`src/rtl/prng_pkg.sv`:
```
// Shared types and constants for the PRNG UART transmitter.
package prng_pkg;

  localparam int unsigned PRNG_WIDTH      = 32;
  localparam int unsigned UART_DATA_BITS  = 8;
  localparam int unsigned UART_FRAME_BITS = 10;
  localparam int unsigned BYTES_PER_WORD  = 4;

  typedef enum logic [1:0] {
    StIdle,
    StStart,
    StData,
    StStop
  } tx_state_t;

  // Select byte idx of a captured word, byte 0 being bits 7:0.
  function automatic logic [UART_DATA_BITS-1:0] word_byte(input logic [PRNG_WIDTH-1:0] word,
                                                           input logic [1:0]            idx);
    logic [UART_DATA_BITS-1:0] b;
    case (idx)
      2'd0:    b = word[7:0];
      2'd1:    b = word[15:8];
      2'd2:    b = word[23:16];
      default: b = word[31:24];
    endcase
    return b;
  endfunction

endpackage

```
`src/rtl/prng_uart_tx_baud.sv`:
```
// Baud tick generator: counts 0..CLKS_PER_BIT-1 and flags the wrap cycle.
module uart_baud_gen #(
  parameter int unsigned CLKS_PER_BIT = 16
) (
  input  logic clk_i,
  input  logic reset_i,
  input  logic clear_i,
  output logic tick_o
);

  if (CLKS_PER_BIT < 2) begin : g_param_check
    $error("uart_baud_gen: CLKS_PER_BIT must be at least 2");
  end

  localparam int unsigned CntW = $clog2(CLKS_PER_BIT);
  localparam logic [CntW-1:0] CntMax = CntW'(CLKS_PER_BIT - 1);

  logic [CntW-1:0] count_q, count_d;

  // Next count: restart on clear, wrap at the top.
  always_comb begin
    count_d = count_q + CntW'(1);
    if (clear_i || (count_q == CntMax)) begin
      count_d = '0;
    end
  end

  // Count register.
  always_ff @(posedge clk_i or posedge reset_i) begin
    if (reset_i) begin
      count_q <= '0;
    end else begin
      count_q <= count_d;
    end
  end

  assign tick_o = (count_q == CntMax);

endmodule

```
`src/rtl/prng_uart_tx.sv`:
```
// Captures a 32-bit LFSR snapshot and sends it LSB byte first as four 8N1 UART frames.
module prng_uart_tx
  import prng_pkg::*;
#(
  parameter int unsigned CLKS_PER_BIT = 16
) (
  input  logic                  clk_i,
  input  logic                  reset_i,
  input  logic [PRNG_WIDTH-1:0] lfsr_state_i,
  input  logic                  start_i,
  input  logic                  cont_i,
  output logic                  tx_o,
  output logic                  busy_o,
  output logic                  done_o
);

  localparam logic [2:0] LastBit  = 3'(UART_DATA_BITS - 1);
  localparam logic [1:0] LastByte = 2'(BYTES_PER_WORD - 1);

  tx_state_t                 state_q, state_d;
  logic [PRNG_WIDTH-1:0]     hold_q, hold_d;
  logic [UART_DATA_BITS-1:0] shift_q, shift_d;
  logic [2:0]                bit_cnt_q, bit_cnt_d;
  logic [1:0]                byte_cnt_q, byte_cnt_d;
  logic                      tx_q, tx_d;
  logic                      tick;
  logic                      capture;
  logic                      done;

  uart_baud_gen #(
    .CLKS_PER_BIT (CLKS_PER_BIT)
  ) u_baud (
    .clk_i   (clk_i),
    .reset_i (reset_i),
    .clear_i (capture),
    .tick_o  (tick)
  );

  // Next-state logic; tx_d is the line value for the cycle after the edge.
  always_comb begin
    state_d    = state_q;
    hold_d     = hold_q;
    shift_d    = shift_q;
    bit_cnt_d  = bit_cnt_q;
    byte_cnt_d = byte_cnt_q;
    tx_d       = tx_q;
    capture    = 1'b0;
    done       = 1'b0;

    unique case (state_q)
      StIdle: begin
        if (start_i) begin
          capture = 1'b1;
        end
      end
      StStart: begin
        if (tick) begin
          state_d   = StData;
          bit_cnt_d = '0;
          tx_d      = shift_q[0];
        end
      end
      StData: begin
        if (tick) begin
          shift_d = {1'b0, shift_q[UART_DATA_BITS-1:1]};
          if (bit_cnt_q == LastBit) begin
            state_d = StStop;
            tx_d    = 1'b1;
          end else begin
            bit_cnt_d = bit_cnt_q + 3'd1;
            tx_d      = shift_q[1];
          end
        end
      end
      StStop: begin
        if (tick) begin
          if (byte_cnt_q != LastByte) begin
            byte_cnt_d = byte_cnt_q + 2'd1;
            shift_d    = word_byte(hold_q, byte_cnt_q + 2'd1);
            state_d    = StStart;
            tx_d       = 1'b0;
          end else begin
            done = 1'b1;
            // start_i is only looked at here while busy, so requests are never queued.
            if (cont_i || start_i) begin
              capture = 1'b1;
            end else begin
              state_d = StIdle;
              tx_d    = 1'b1;
            end
          end
        end
      end
      default: begin
        state_d = StIdle;
        tx_d    = 1'b1;
      end
    endcase

    if (capture) begin
      hold_d     = lfsr_state_i;
      shift_d    = word_byte(lfsr_state_i, 2'd0);
      bit_cnt_d  = '0;
      byte_cnt_d = '0;
      state_d    = StStart;
      tx_d       = 1'b0;
    end
  end

  // State, datapath and registered line output.
  always_ff @(posedge clk_i or posedge reset_i) begin
    if (reset_i) begin
      state_q    <= StIdle;
      hold_q     <= '0;
      shift_q    <= '0;
      bit_cnt_q  <= '0;
      byte_cnt_q <= '0;
      tx_q       <= 1'b1;
    end else begin
      state_q    <= state_d;
      hold_q     <= hold_d;
      shift_q    <= shift_d;
      bit_cnt_q  <= bit_cnt_d;
      byte_cnt_q <= byte_cnt_d;
      tx_q       <= tx_d;
    end
  end

  assign tx_o   = tx_q;
  assign busy_o = (state_q != StIdle);
  assign done_o = done;

endmodule

```
`config.mk`:
```
export PLATFORM = sky130hd
export DESIGN_NAME = prng_uart_tx
export DESIGN_NICKNAME = d
export VERILOG_FILES = /design/src/rtl/prng_pkg.sv /design/src/rtl/prng_uart_tx_baud.sv /design/src/rtl/prng_uart_tx.sv
export SDC_FILE = /design/constraint.sdc
export NUM_CORES = 1
export LEC_CHECK = 0
export ABC_CLOCK_PERIOD_IN_PS = 2300
export CORE_AREA = 2 2 76 78
export CTS_BUF_LIST = sky130_fd_sc_hd__clkbuf_16
export CTS_CLUSTER_SIZE = 14
export DETAILED_ROUTE_END_ITERATION = 6
export DIE_AREA = 0 0 78 80
export DONT_BUFFER_PORTS = 1
export PLACE_DENSITY = 0.66
export SYNTH_ARGS = -nofsm -noshare
export SYNTH_HDL_FRONTEND = slang
export SYNTH_SLANG_ARGS = --single-unit
export TNS_END_PERCENT = 20
```
`constraint.sdc`:
```
create_clock -name clk_i -period 2.3 [get_ports clk_i]
set_input_delay 0.46 -clock clk_i [delete_from_list [all_inputs] [get_ports clk_i]]
set_output_delay 0.46 -clock clk_i [all_outputs]
set_load 0.005 [all_outputs]
```
==> summary.txt <==
Synthesis
  • Proportion of netlist area held by the largest area contributor: 0.465
  • Cells after synthesis: 234
  • Share of flip-flops with an asynchronous set or reset after synthesis: 1.00
  • Number of enable-type register cells in the synthesized netlist: 0
  • Cell taking the most area after synthesis: dfrtp_1
  • Net Count, Synth: 282
  • Post-synthesis sequential area ratio: 0.475
  • FF+latch count, synth: 52
  • Yosys warns: 0
  • Cell Area, Synth: between 2000 and 3000 sq um
  • Dominant synthesized flop cell: dfrtp_1
  • Mapped Avg Cell Area: roughly 12 sq um
  • Synth unique cells: 44
  • Cell types with the largest area share after synthesis: dfrtp_1, mux2_2, ha_1, a222oi_1, mux2i_1

Route
  • Wire per inst: 17.3 microns
  • Via count: 1776
  • WL final: 5380 microns
  • # DRC: 0
  • First-pass iteration count of the detailed router: 4
  • Iter 0 DRT Violations: approximately 110
  • Vias/cell: 5.71
  • Number of nets with antenna violations after routing: 0

Power
  • Max VDD drop: 0.621 mV
  • Overall power after layout: 3.99 mW
  • Areal power density over the cells: 1340 nW/um^2
  • Leak Pwr: 1.35 nW

GRT
  • Final global-route overflow total: 0
  • Largest net degree at the start of global routing: 27
  • Number of global-route vias before repair: 1858
  • Overall track demand over capacity in global routing: 0.189
  • Initial antenna violation count: 0
  • First-pass GRT wire length: ~9100 microns

Die
  • Boundary Pins: 39
  • Chip Width: approximately 80 microns
  • Die H: 80 microns
  • Starting density of the core: 0.508
  • Die footprint: 6240 sq um
  • Std-Cell Core Area: roughly 5400 sq um
  • Standard-cell row count: 27

STA
  • Worst Max-Slew Pin Slew: 0.555 ns
  • Final setup TNS: 0 ns
  • Time the worst path needs with I/O delays and setup: 2.04 ns
  • Final cycle utilization of the critical path: 0.886
  • Unrepaired setup endpoints after global routing: false
  • Hold violation total from the final report: 0
  • Number of slew-limit violations in the final report: 0
  • Final number of setup-violating endpoints: 0
  • Worst max-slew margin expressed relative to the limit: 0.630
  • Worst clock skew: 0.00871 ns
  • Maximum clock rate: approximately 500 MHz

Worst hold path
  • Hold/Removal Path Class: input pin to flop
  • Hold Path Stages: 1
  • Startpoint of the tightest hold check path: lfsr_state_i[13]
  • Worst Hold Endpoint: hold_q[13]

Clock network
  • Clock latency reported for the late side of the worst-skew pair: 0.29 ns
  • Clock root buffer: clkbuf_16
  • TritonCTS clock tree: built
  • Total setup buffers inserted after CTS: 0
  • Clk sink count: 52
  • Hold-fix buffer count after cts: 1
  • # resized after CTS: 0
  • Register clock-pin slew on the reported worst setup and hold paths: 0.07 ns
  • Maximum buffer depth of the clock tree: 2
  • Cts bufs inserted: 5
  • H-Tree Depth: 2

Worst setup path
  • Crit Reg-Reg Startpoint: byte_cnt_q[0]
  • Category of the worst setup path capture point: flop
  • Setup slack of the worst register-to-register path: 0.26 ns
  • Arrival time reported for the critical path endpoint: 2.22 ns
  • Data required time at the worst endpoint: 2.48 ns
  • Startpoint Class: flop
  • Path depth of the worst reg2reg path: 5
  • Worst Path Max Fanout: 14
  • Kind of critical path: flop to flop
  • End of the worst register-to-register path: shift_q[0]

Place
  • Count of input and output buffers: 0
  • Post-detail-place hpwl: 3970 microns
  • Weighted congestion at the end of routability-driven global placement: 0.778

Layout
  • Filler cells: slightly below 500
  • Diode count: 0
  • Area added between synthesis and finish: 8.71%
  • Util after Layout: 0.552
  • Fraction of final layout cells with drive strength greater than 1: 0.201
  • Final #Nets: 286

Outcome
  • Outcome: complete, no violations

Job
  • Number of maximum-capacitance violations: 0
[how the worst max path moves through the flow]
stage / startpoint / end / slack [ns] / cells after the start
5_1_grt: byte_cnt_q[0] / shift_q[0] / 0.12 / 5
3_5_place_dp: byte_cnt_q[0] / shift_q[0] / 0.26 / 5
3_3_place_gp: byte_cnt_q[0] / shift_q[3] / 0.32 / 5
6_report: byte_cnt_q[0] / shift_q[0] / 0.26 / 5
2_1_floorplan: state_q[0] / hold_q[17] / 0.44 / 7
4_1_cts: byte_cnt_q[0] / shift_q[0] / 0.25 / 5
[cells in the final DEF, fill, tap and decap left out, types with 7 or more instances in the layout]
master / count
a31o_1: 7
a222oi_1: 8
a21o_1: 7
mux2_2: 21
a21boi_0: 7
a211o_1: 7
mux2i_1: 8
inv_1: 15
a21oi_1: 8
ha_1: 12
dfrtp_1: 51
buf_4: 10
nor2b_1: 9
nand2b_1: 7
[metrics by stage]
stage / hold WS, ns / setup slack, ns / instances / instance area, sq um
final: 0.299 / 0.262 / 311 / 2980
after global routing: 0.297 / 0.123 / 311 / 2980
after CTS: 0.299 / 0.252 / 311 / 2980
after floorplan: 0.440 / 0.440 / 234 / 2740
after detailed placement: 0.307 / 0.263 / 302 / 2800
after global placement: 0.300 / 0.325 / 302 / 2800
[cell families after synthesis]
| family | synth area share |
|---|---|
| compound gates | 0.171 |
| simple gates | 0.0967 |
| fa+ha+maj | 0.0547 |
| xor+xnor | 0.00958 |
| mux | 0.132 |
| buf+inv | 0.0611 |
| flops | 0.475 |
[layout make-up]
class                      instances  area [sq um]  share of cell area
timing repair buffer              11          85.1              0.0285
sequential                        52          1300               0.437
clock buffer                       5           125              0.0419
tap                               72          90.1              0.0302
inverter                          16          60.1              0.0201
clock inverter                     3          46.3              0.0155
multi-input combinational        152          1270               0.427
[where the power goes]
part	leakage, nW	internal (mW)	switching [mW]	total, mW
combinational	0.633	0.763	0.724	1.49
clock	0.0804	0.517	0.334	0.851
sequential	0.637	1.36	0.289	1.65
[synth_stat cells (all sizes together) (3+ instances only)]
cell	n
ha	12
nand2	7
a21boi	7
a222oi	8
a31o	7
a21o	7
a211o	7
nor3	3
clkbuf	3
nand3	3
buf	11
nor2	6
nand2b	7
nor2b	9
o21ai	6
dfrtp	51
inv	16
a21oi	8
mux2i	8
mux2	25
[sequential cells by signal (all words and copies together) (netlist names)]
register and cells:
state_q 2, tx_o 1, bit_cnt_q 3, hold_q 32
u_baud.count_q 4, shift_q 8, byte_cnt_q 2
[routing by layer]
metal,global-route usage,share of wire,up-vias
met5,0,0,-
met3,0.0498,0.047,6
li1,-,-,859
met2,0.302,0.47,37
met4,0.0526,0.010,0
met1,0.255,0.47,874
[worst max-delay path: stages (launching register included)]
cell      delay [ns]
dfrtp_1         0.42
ha_1            0.41
a222oi_1        0.44
mux2i_1         0.15
a211o_1         0.31
a31o_1          0.21
Note: power is estimated with default switching activity, not from simulation.
